===== config.mk =====
export PLATFORM = sky130hd
export DESIGN_NAME = prog_loader
export DESIGN_NICKNAME = d
export VERILOG_FILES = /design/src/rtl/prog_loader_pkg.sv /design/src/rtl/prog_loader_sync_fifo.sv /design/src/rtl/prog_loader.sv
export SDC_FILE = /design/constraint.sdc
export NUM_CORES = 1
export LEC_CHECK = 0
export CAP_MARGIN = 20
export CORE_ASPECT_RATIO = 1.1
export CORE_MARGIN = 5
export CORE_UTILIZATION = 45
export DETAILED_ROUTE_END_ITERATION = 10
export PLACE_DENSITY_LB_ADDON = 0.1
export SYNTH_ARGS = -nofsm -noshare
export SYNTH_HDL_FRONTEND = slang
export SYNTH_SLANG_ARGS = --single-unit

===== constraint.sdc =====
create_clock -name clk -period 2.7 [get_ports clk]
set_input_delay 0.81 -clock clk [delete_from_list [all_inputs] [get_ports clk]]
set_output_delay 0.81 -clock clk [all_outputs]
set_load 0.1 [all_outputs]

===== src/rtl/prog_loader_pkg.sv =====
// prog_loader_pkg: instruction opcodes, field layout, loader states and encoder
package prog_loader_pkg;
  localparam logic [1:0] OP_MOVI = 2'b00;
  localparam logic [1:0] OP_SLL  = 2'b01;
  localparam logic [1:0] OP_ILL  = 2'b10;
  localparam logic [1:0] OP_JMP  = 2'b11;
  localparam int OPC_HI  = 7;
  localparam int OPC_LO  = 6;
  localparam int RD_HI   = 5;
  localparam int RD_LO   = 3;
  localparam int RS_HI   = 2;
  localparam int RS_LO   = 0;
  localparam int IMM6_HI = 5;
  localparam int IMM6_LO = 0;
  localparam logic [1:0] S_IDLE   = 2'd0;
  localparam logic [1:0] S_LOAD   = 2'd1;
  localparam logic [1:0] S_DRAIN  = 2'd2;
  localparam logic [1:0] S_FINISH = 2'd3;
  function automatic logic [7:0] encode(input logic [1:0] op, input logic [2:0] rd, input logic [2:0] rs, input logic [5:0] imm);
    logic [7:0] w;
    w = '0;
    w[OPC_HI:OPC_LO] = op;
    if (op == OP_JMP) w[IMM6_HI:IMM6_LO] = imm;
    else begin
      w[RD_HI:RD_LO] = rd;
      w[RS_HI:RS_LO] = (op == OP_SLL) ? rs : imm[2:0];
    end
    return w;
  endfunction
endpackage


===== src/rtl/prog_loader_sync_fifo.sv =====
// sync_fifo: single-clock FIFO with full/empty flags and synchronous reset
module sync_fifo #(
  parameter int W = 8,
  parameter int D = 4
) (
  input  logic         clk,
  input  logic         rst,
  input  logic         push,
  input  logic [W-1:0] din,
  input  logic         pop,
  output logic [W-1:0] dout,
  output logic         full,
  output logic         empty
);
  localparam int A = $clog2(D);
  logic [W-1:0] mem [D];
  logic [A-1:0] wp, rp;
  logic [A:0]   n;
  logic         pw, pr;
  assign full  = n == (A+1)'(D);
  assign empty = n == '0;
  assign dout  = mem[rp];
  assign pw    = push && !full;
  assign pr    = pop && !empty;
  // storage array, not reset: only entries between rp and wp are ever read
  always_ff @(posedge clk)
    if (pw) mem[wp] <= din;
  // pointers and occupancy
  always_ff @(posedge clk)
    if (rst) begin
      wp <= '0;
      rp <= '0;
      n  <= '0;
    end else begin
      if (pw) wp <= wp + 1'b1;
      if (pr) rp <= rp + 1'b1;
      n <= n + {{A{1'b0}}, pw} - {{A{1'b0}}, pr};
    end
endmodule


===== src/rtl/prog_loader.sv =====
// prog_loader: encodes instruction fields and streams them into instruction memory
module prog_loader
  import prog_loader_pkg::*;
#(
  parameter int ADDR_W     = 4,
  parameter int FIFO_DEPTH = 4
) (
  input  logic              clk,
  input  logic              reset,
  input  logic              start,
  input  logic              in_valid,
  output logic              in_ready,
  input  logic              in_last,
  input  logic [1:0]        op,
  input  logic [2:0]        rd,
  input  logic [2:0]        rs,
  input  logic [5:0]        imm,
  output logic              imem_we,
  output logic [ADDR_W-1:0] imem_addr,
  output logic [7:0]        imem_wdata,
  output logic              cpu_hold,
  output logic              done,
  output logic [ADDR_W:0]   prog_len,
  output logic              err_illegal,
  output logic              err_overflow
);
  localparam logic [ADDR_W:0] SLOTS = {1'b1, {ADDR_W{1'b0}}};
  logic [1:0]      state, nxt;
  logic [ADDR_W:0] cnt;
  logic            hs, push, pop, wr, full, empty;
  logic [7:0]      fdout;
  assign in_ready = state == S_LOAD && !full;
  assign hs       = in_valid && in_ready;
  assign push     = hs && op != OP_ILL;
  assign pop      = !empty;
  assign wr       = pop && cnt != SLOTS;
  assign cpu_hold = state == S_LOAD || state == S_DRAIN;
  assign done     = state == S_FINISH;
  assign prog_len = cnt;
  sync_fifo #(.W(8), .D(FIFO_DEPTH)) u_fifo (
    .clk(clk), .rst(reset), .push(push), .din(encode(op, rd, rs, imm)),
    .pop(pop), .dout(fdout), .full(full), .empty(empty)
  );
  // session sequencing; DRAIN exits once the last word has been popped
  always_comb
    nxt = state == S_IDLE  ? (start ? S_LOAD : S_IDLE) :
          state == S_LOAD  ? (hs && in_last ? S_DRAIN : S_LOAD) :
          state == S_DRAIN ? (empty ? S_FINISH : S_DRAIN) : S_IDLE;
  // state, registered imem write port, word count and sticky errors
  always_ff @(posedge clk)
    if (reset) begin
      state        <= S_IDLE;
      cnt          <= '0;
      imem_we      <= 1'b0;
      imem_addr    <= '0;
      imem_wdata   <= '0;
      err_illegal  <= 1'b0;
      err_overflow <= 1'b0;
    end else begin
      state   <= nxt;
      imem_we <= wr;
      if (wr) begin
        imem_addr  <= cnt[ADDR_W-1:0];
        imem_wdata <= fdout;
        cnt        <= cnt + 1'b1;
      end
      if (pop && !wr) err_overflow <= 1'b1;
      if (hs && op == OP_ILL) err_illegal <= 1'b1;
      if (state == S_IDLE && start) begin
        cnt          <= '0;
        err_illegal  <= 1'b0;
        err_overflow <= 1'b0;
      end
    end
endmodule


==> results of run 1 <==
## worst max-delay path, delay by kind of cell
family        cells  cell delay (ns)
xor+xnor          2             0.32
fa+ha+maj         2             0.57
buf+inv           1             0.47
simple gates      3             0.51
## cells in the final DEF (no fill, tap or decap), drive strengths merged, types with 10 or more instances in the layout
master	synthesis	layout
inv	12	12
nand3	12	12
dfxtp	29	29
a21oi	19	19
edfxtp	32	32
o21ai	17	17
clkdlybuf4s50	0	18
buf	4	33
clkbuf	6	10
ha	12	12
## cells by family after synthesis
| logic type | Yosys count |
|---|---|
| DFF | 61 |
| and+or+nand+nor | 48 |
| AOI/OAI and AO/OA | 42 |
| buffers and inverters | 22 |
| muxes | 16 |
| adders and majority gates | 13 |
| xor gates and xnor gates | 3 |
## worst paths after layout
kind	from	to	slack (ns)	cells after the start
max	op[1]	u_fifo.n[2]	0.25	8
min	imem_addr[3]	imem_addr[3]	0.47	2
min reg2reg	imem_addr[3]	imem_addr[3]	0.47	2
max reg2reg	u_fifo.n[2]	u_fifo.n[2]	0.53	7
## routing by layer
layer | wire length [um] | up-vias | share of wire | GRT usage
met5 | 0 | - | 0 | 0
met4 | 82 | 0 | 0.016 | 0.06540
met3 | 238 | 6 | 0.047 | 0.04800
li1 | - | 852 | - | -
met1 | 2328 | 832 | 0.46 | 0.2102
met2 | 2380 | 34 | 0.47 | 0.2226
## power breakdown
group	internal [mW]	switching (mW)
registers	1.09	0.133
clock network	0.416	0.341
logic	0.408	0.804
total	1.91	1.28
## state kept, by name (all words and copies together), names as in the netlist
signal and count:
err_overflow 1, u_fifo.mem 32, state 2, imem_addr 4
err_illegal 1, u_fifo.wp 2, u_fifo.rp 2, imem_wdata 8
prog_len 5, imem_we 1, u_fifo.n 3
## cell type report
type | count | area, um^2
multi-input cells | 122 | 979.7
well taps | 77 | 96.34
clock buffers | 10 | 127.6
flip-flops and latches | 61 | 1541
repair buffers | 51 | 478.0
clock inverters | 6 | 53.80
inverters | 12 | 45.04
fillers | 520 | 2375
==> flow_summary.json, run 1 <==
{
  "fmax_mhz": 407.4,
  "worst_pin_slew_ns": 0.6143,
  "worst_hold_slack_ns": 0.4748,
  "dpl_worst_slack_ns": -0.1284,
  "clock-skew-final_ns": 0.006819,
  "cts_sinks": 61,
  "numPlacedInstances": 323,
  "setup-violations-final": 0,
  "clockBufferDepth": 2,
  "slowest_stage": "clkdlybuf4s50_1",
  "place_area_mm2": 0.003141,
  "tritoncts": "built",
  "setup_ws_ns": 0.2453,
  "path_cells": "clkdlybuf4s50_1, nor2b_1, and4b_1, ha_1, fa_1, xnor2_1, xnor2_1, nor2_1",
  "synth_compound_area_frac": 0.08716,
  "synth-simple-area-share": 0.1082,
  "cts_resized": 0,
  "die-height_um": 89.92,
  "finish.utilization": 0.5831,
  "fin_nets": 289,
  "final_cell_count_no_fill": 339,
  "yosysMostFrequentCell": "edfxtp_1",
  "routed_via_density": 5.086,
  "final_hold_viol_count": 0,
  "avgRoutedWirePerCell_um": 14.83,
  "ys_types": 40,
  "antenna_cells": 0,
  "insertion_delay_ns": 0.33,
  "synthXorXnorAreaFrac": 0.01006,
  "yosys.area.top_type": "edfxtp_1",
  "ios": 42,
  "critPathRequiredTime_ns": 2.92,
  "ir_drop_v": 0.0004663,
  "synth_fp_nets": 237,
  "wl_um": 5029,
  "dp_hpwl_um": 3540,
  "ys.flop_type": "edfxtp_1",
  "maxSlewHeadroom": 0.5870,
  "portBuffers": 41,
  "antenna_found_initial": 0,
  "synth_top_area_frac": 0.3678,
  "netlist_top_cells_area": "edfxtp_1, dfxtp_1, mux4_2, ha_1, a21oi_1",
  "grt_usage": 0.1535,
  "cp_max_fo": 2,
  "die_w_um": 82.65,
  "outcome": "completed",
  "htreeDepth": 3,
  "grt_pass1_wl_um": 8590,
  "async_flop_share": 0,
  "grt_overflow": 0,
  "synthToLayoutAreaGrowth_pct": 27.16,
  "finalMaxSlewViolations": 0,
  "postCtsSetupBuffers": 0,
  "fin_area_mm2": 0.003322,
  "rsz0062_at_grt": "false",
  "ys_seq_area_frac": 0.5900,
  "fin_crit_ns": 2.455,
  "gp_congestion": 0.6991,
  "period_share": 0.9091,
  "final_layout_size_suffix_gt1_frac": 0.2443,
  "muxShareOfSynthArea": 0.1044,
  "cp-start-kind": "primary input",
  "ys_warn_count": 0,
  "core.rowCount": 29,
  "critPathMaxStageDelay_ns": 0.47,
  "leakagePower_nw": 1.240,
  "dieArea_mm2": 0.007431,
  "yosys_register_bits": 61,
  "drt_iter0_drc": 85,
  "firstDrtPassIters": 4,
  "first_global_vias": 1722,
  "syn_area_mm2": 0.002613,
  "worstSetupPathType": "in -> reg",
  "synth-adder-area-share": 0.06513,
  "synthTopCellsByCount": "edfxtp_1, dfxtp_1, a21oi_1",
  "worstHoldPathType": "reg -> reg",
  "remaining_drc_errors": 0,
  "synth_edf_count": 32,
  "root_buffer": "clkbuf_8",
  "maxCapViolations": 0,
  "powerDensity_mw_per_mm2": 960.4,
  "p_total_mw": 3.190,
  "core_mm2": 0.005697,
  "critical_path.most_common_cell": "xnor2_1",
  "end_kind": "flip-flop",
  "avgSynthCellArea_um2": 12.74,
  "antenna_left": 0,
  "vias": 1724,
  "start_util": 0.4586,
  "synth_top_family_by_area": "simple AND/OR/NAND/NOR gates",
  "syn_inst": 205,
  "arrival_ns": 2.68,
  "postCtsHoldBufs": 0,
  "cts_buffers": 9,
  "tns_ns": 0,
  "clkTransAtPathRegs_ns": 0.06,
  "grt_max_degree": 19
}
(Power assumes the default switching activity.)
==> run 2: changes to the inputs <==
--- a/config.mk
+++ b/config.mk
@@ -11,6 +11,7 @@
 export CORE_UTILIZATION = 45
 export DETAILED_ROUTE_END_ITERATION = 10
 export PLACE_DENSITY_LB_ADDON = 0.1
+export SLEW_MARGIN = 10
 export SYNTH_ARGS = -nofsm -noshare
 export SYNTH_HDL_FRONTEND = slang
 export SYNTH_SLANG_ARGS = --single-unit
==> results of run 2 <==
Same layout as run 1: the final DEF is identical, and so are final timing and power.
==> run 3: changes to the inputs <==
--- a/config.mk
+++ b/config.mk
@@ -11,6 +11,8 @@
 export CORE_UTILIZATION = 45
 export DETAILED_ROUTE_END_ITERATION = 10
 export PLACE_DENSITY_LB_ADDON = 0.1
+export REMOVE_ABC_BUFFERS = 1
+export SKIP_LAST_GASP = 1
 export SLEW_MARGIN = 10
 export SYNTH_ARGS = -nofsm -noshare
 export SYNTH_HDL_FRONTEND = slang
==> flow_summary.json, run 3 (synthesized netlist as in run 1, its figures left out) <==
{
  "cts_resized": 0,
  "fin_nets": 288,
  "grt_overflow": 0,
  "tns_ns": 0,
  "ir_drop_v": 0.0004974,
  "tritoncts": "built",
  "first_global_vias": 1602,
  "remaining_drc_errors": 0,
  "period_share": 0.9186,
  "cp_max_fo": 2,
  "worstHoldPathType": "reg -> reg",
  "cts_buffers": 9,
  "core.rowCount": 29,
  "maxCapViolations": 0,
  "gp_congestion": 0.6946,
  "vias": 1698,
  "setup-violations-final": 0,
  "routed_via_density": 5.024,
  "cts_sinks": 61,
  "worstSetupPathType": "in -> reg",
  "drt_iter0_drc": 58,
  "start_util": 0.4586,
  "portBuffers": 41,
  "place_area_mm2": 0.003108,
  "mostFrequentLayoutCells": "edfxtp_1, buf_4, dfxtp_1",
  "postCtsSetupBuffers": 0,
  "largest_reg_flops": 32,
  "dieArea_mm2": 0.007431,
  "layout_commonest_cell": "edfxtp_1",
  "rsz0062_at_grt": "false",
  "dp_hpwl_um": 3567,
  "grt_pass1_wl_um": 8100,
  "root_buffer": "clkbuf_8",
  "final_hold_viol_count": 0,
  "avgRoutedWirePerCell_um": 14.66,
  "final_layout_size_suffix_gt1_frac": 0.2490,
  "arrival_ns": 2.71,
  "antenna_found_initial": 0,
  "clockBufferDepth": 2,
  "core_mm2": 0.005697,
  "synthToLayoutAreaGrowth_pct": 28.45,
  "htreeDepth": 3,
  "firstDrtPassIters": 4,
  "grt_usage": 0.1467,
  "grt_max_degree": 21,
  "antenna_left": 0,
  "outcome": "completed",
  "ios": 42,
  "worst_pin_slew_ns": 0.5971,
  "p_total_mw": 3.414,
  "critPathRequiredTime_ns": 2.93,
  "leakagePower_nw": 1.251,
  "antenna_cells": 0,
  "maxSlewHeadroom": 0.5996,
  "insertion_delay_ns": 0.34,
  "top_register": "u_fifo.mem",
  "powerDensity_mw_per_mm2": 1017,
  "fmax_mhz": 403.2,
  "die-height_um": 89.92,
  "fin_area_mm2": 0.003356,
  "cp-start-kind": "primary input",
  "die_w_um": 82.65,
  "fin_crit_ns": 2.480,
  "postCtsHoldBufs": 0,
  "clkTransAtPathRegs_ns": 0.07,
  "wl_um": 4956,
  "finalMaxSlewViolations": 0,
  "end_kind": "flip-flop",
  "clock-skew-final_ns": 0.007986
}
## run 3: power breakdown
| group | leakage [nW] | internal [mW] | switching, mW | total, mW |
|---|---|---|---|---|
| logic | 0.605 | 0.407 | 0.805 | 1.21 |
| registers | 0.526 | 1.09 | 0.129 | 1.22 |
| clock network | 0.120 | 0.617 | 0.368 | 0.985 |
| total | 1.25 | 2.11 | 1.30 | 3.41 |
## run 3: per-layer routing
layer  wire, um  GRT usage  vias to the layer above  part of all wire
li1           -          -                      853                 -
met1       2209     0.1904                      793              0.45
met2       2376     0.2219                       48              0.48
met3        316    0.05200                        4             0.064
met4         53    0.05722                        0             0.011
met5          0          0                        -                 0
## run 3: through the flow
step | utilization | setup WS [ns] | cells | hold slack (ns)
2_1_floorplan | - | 0.09606 | 195 | 0.4807
5_1_grt | 0.5891 | 0.1284 | 338 | 0.5084
3_5_place_dp | 0.5456 | -0.1327 | 322 | 0.4635
3_3_place_gp | 0.5456 | -0.07230 | 322 | 0.4576
4_1_cts | 0.5891 | 0.2262 | 338 | 0.4798
6_report | 0.5891 | 0.2198 | 338 | 0.4771
## run 3: area by class of cell
type / instances / area, um^2
Fill cell: 459 / 2341
Sequential cell: 61 / 1541
Multi-Input combinational cell: 122 / 979.7
Timing Repair Buffer: 50 / 445.4
Clock buffer: 9 / 123.9
Clock inverter: 7 / 123.9
Tap cell: 77 / 96.34
Inverter: 12 / 45.04
## run 3: final timing paths
check                           slack [ns]  cells after the start           end         start
worst max-delay path                  0.22                      8   u_fifo.n[2]         op[1]
worst min-delay path                  0.48                      2  imem_addr[1]  imem_addr[1]
worst max register to register        0.54                      7   u_fifo.n[2]   u_fifo.n[2]
worst min register to register        0.48                      2  imem_addr[1]  imem_addr[1]
## run 3: critical path, cell delays in order
cell             delay [ns]
clkdlybuf4s50_1        0.46
nor2b_1                0.23
and4b_1                0.26
ha_1                   0.20
fa_1                   0.37
xnor2_1                0.18
xnor2_1                0.14
nor2_1                 0.05
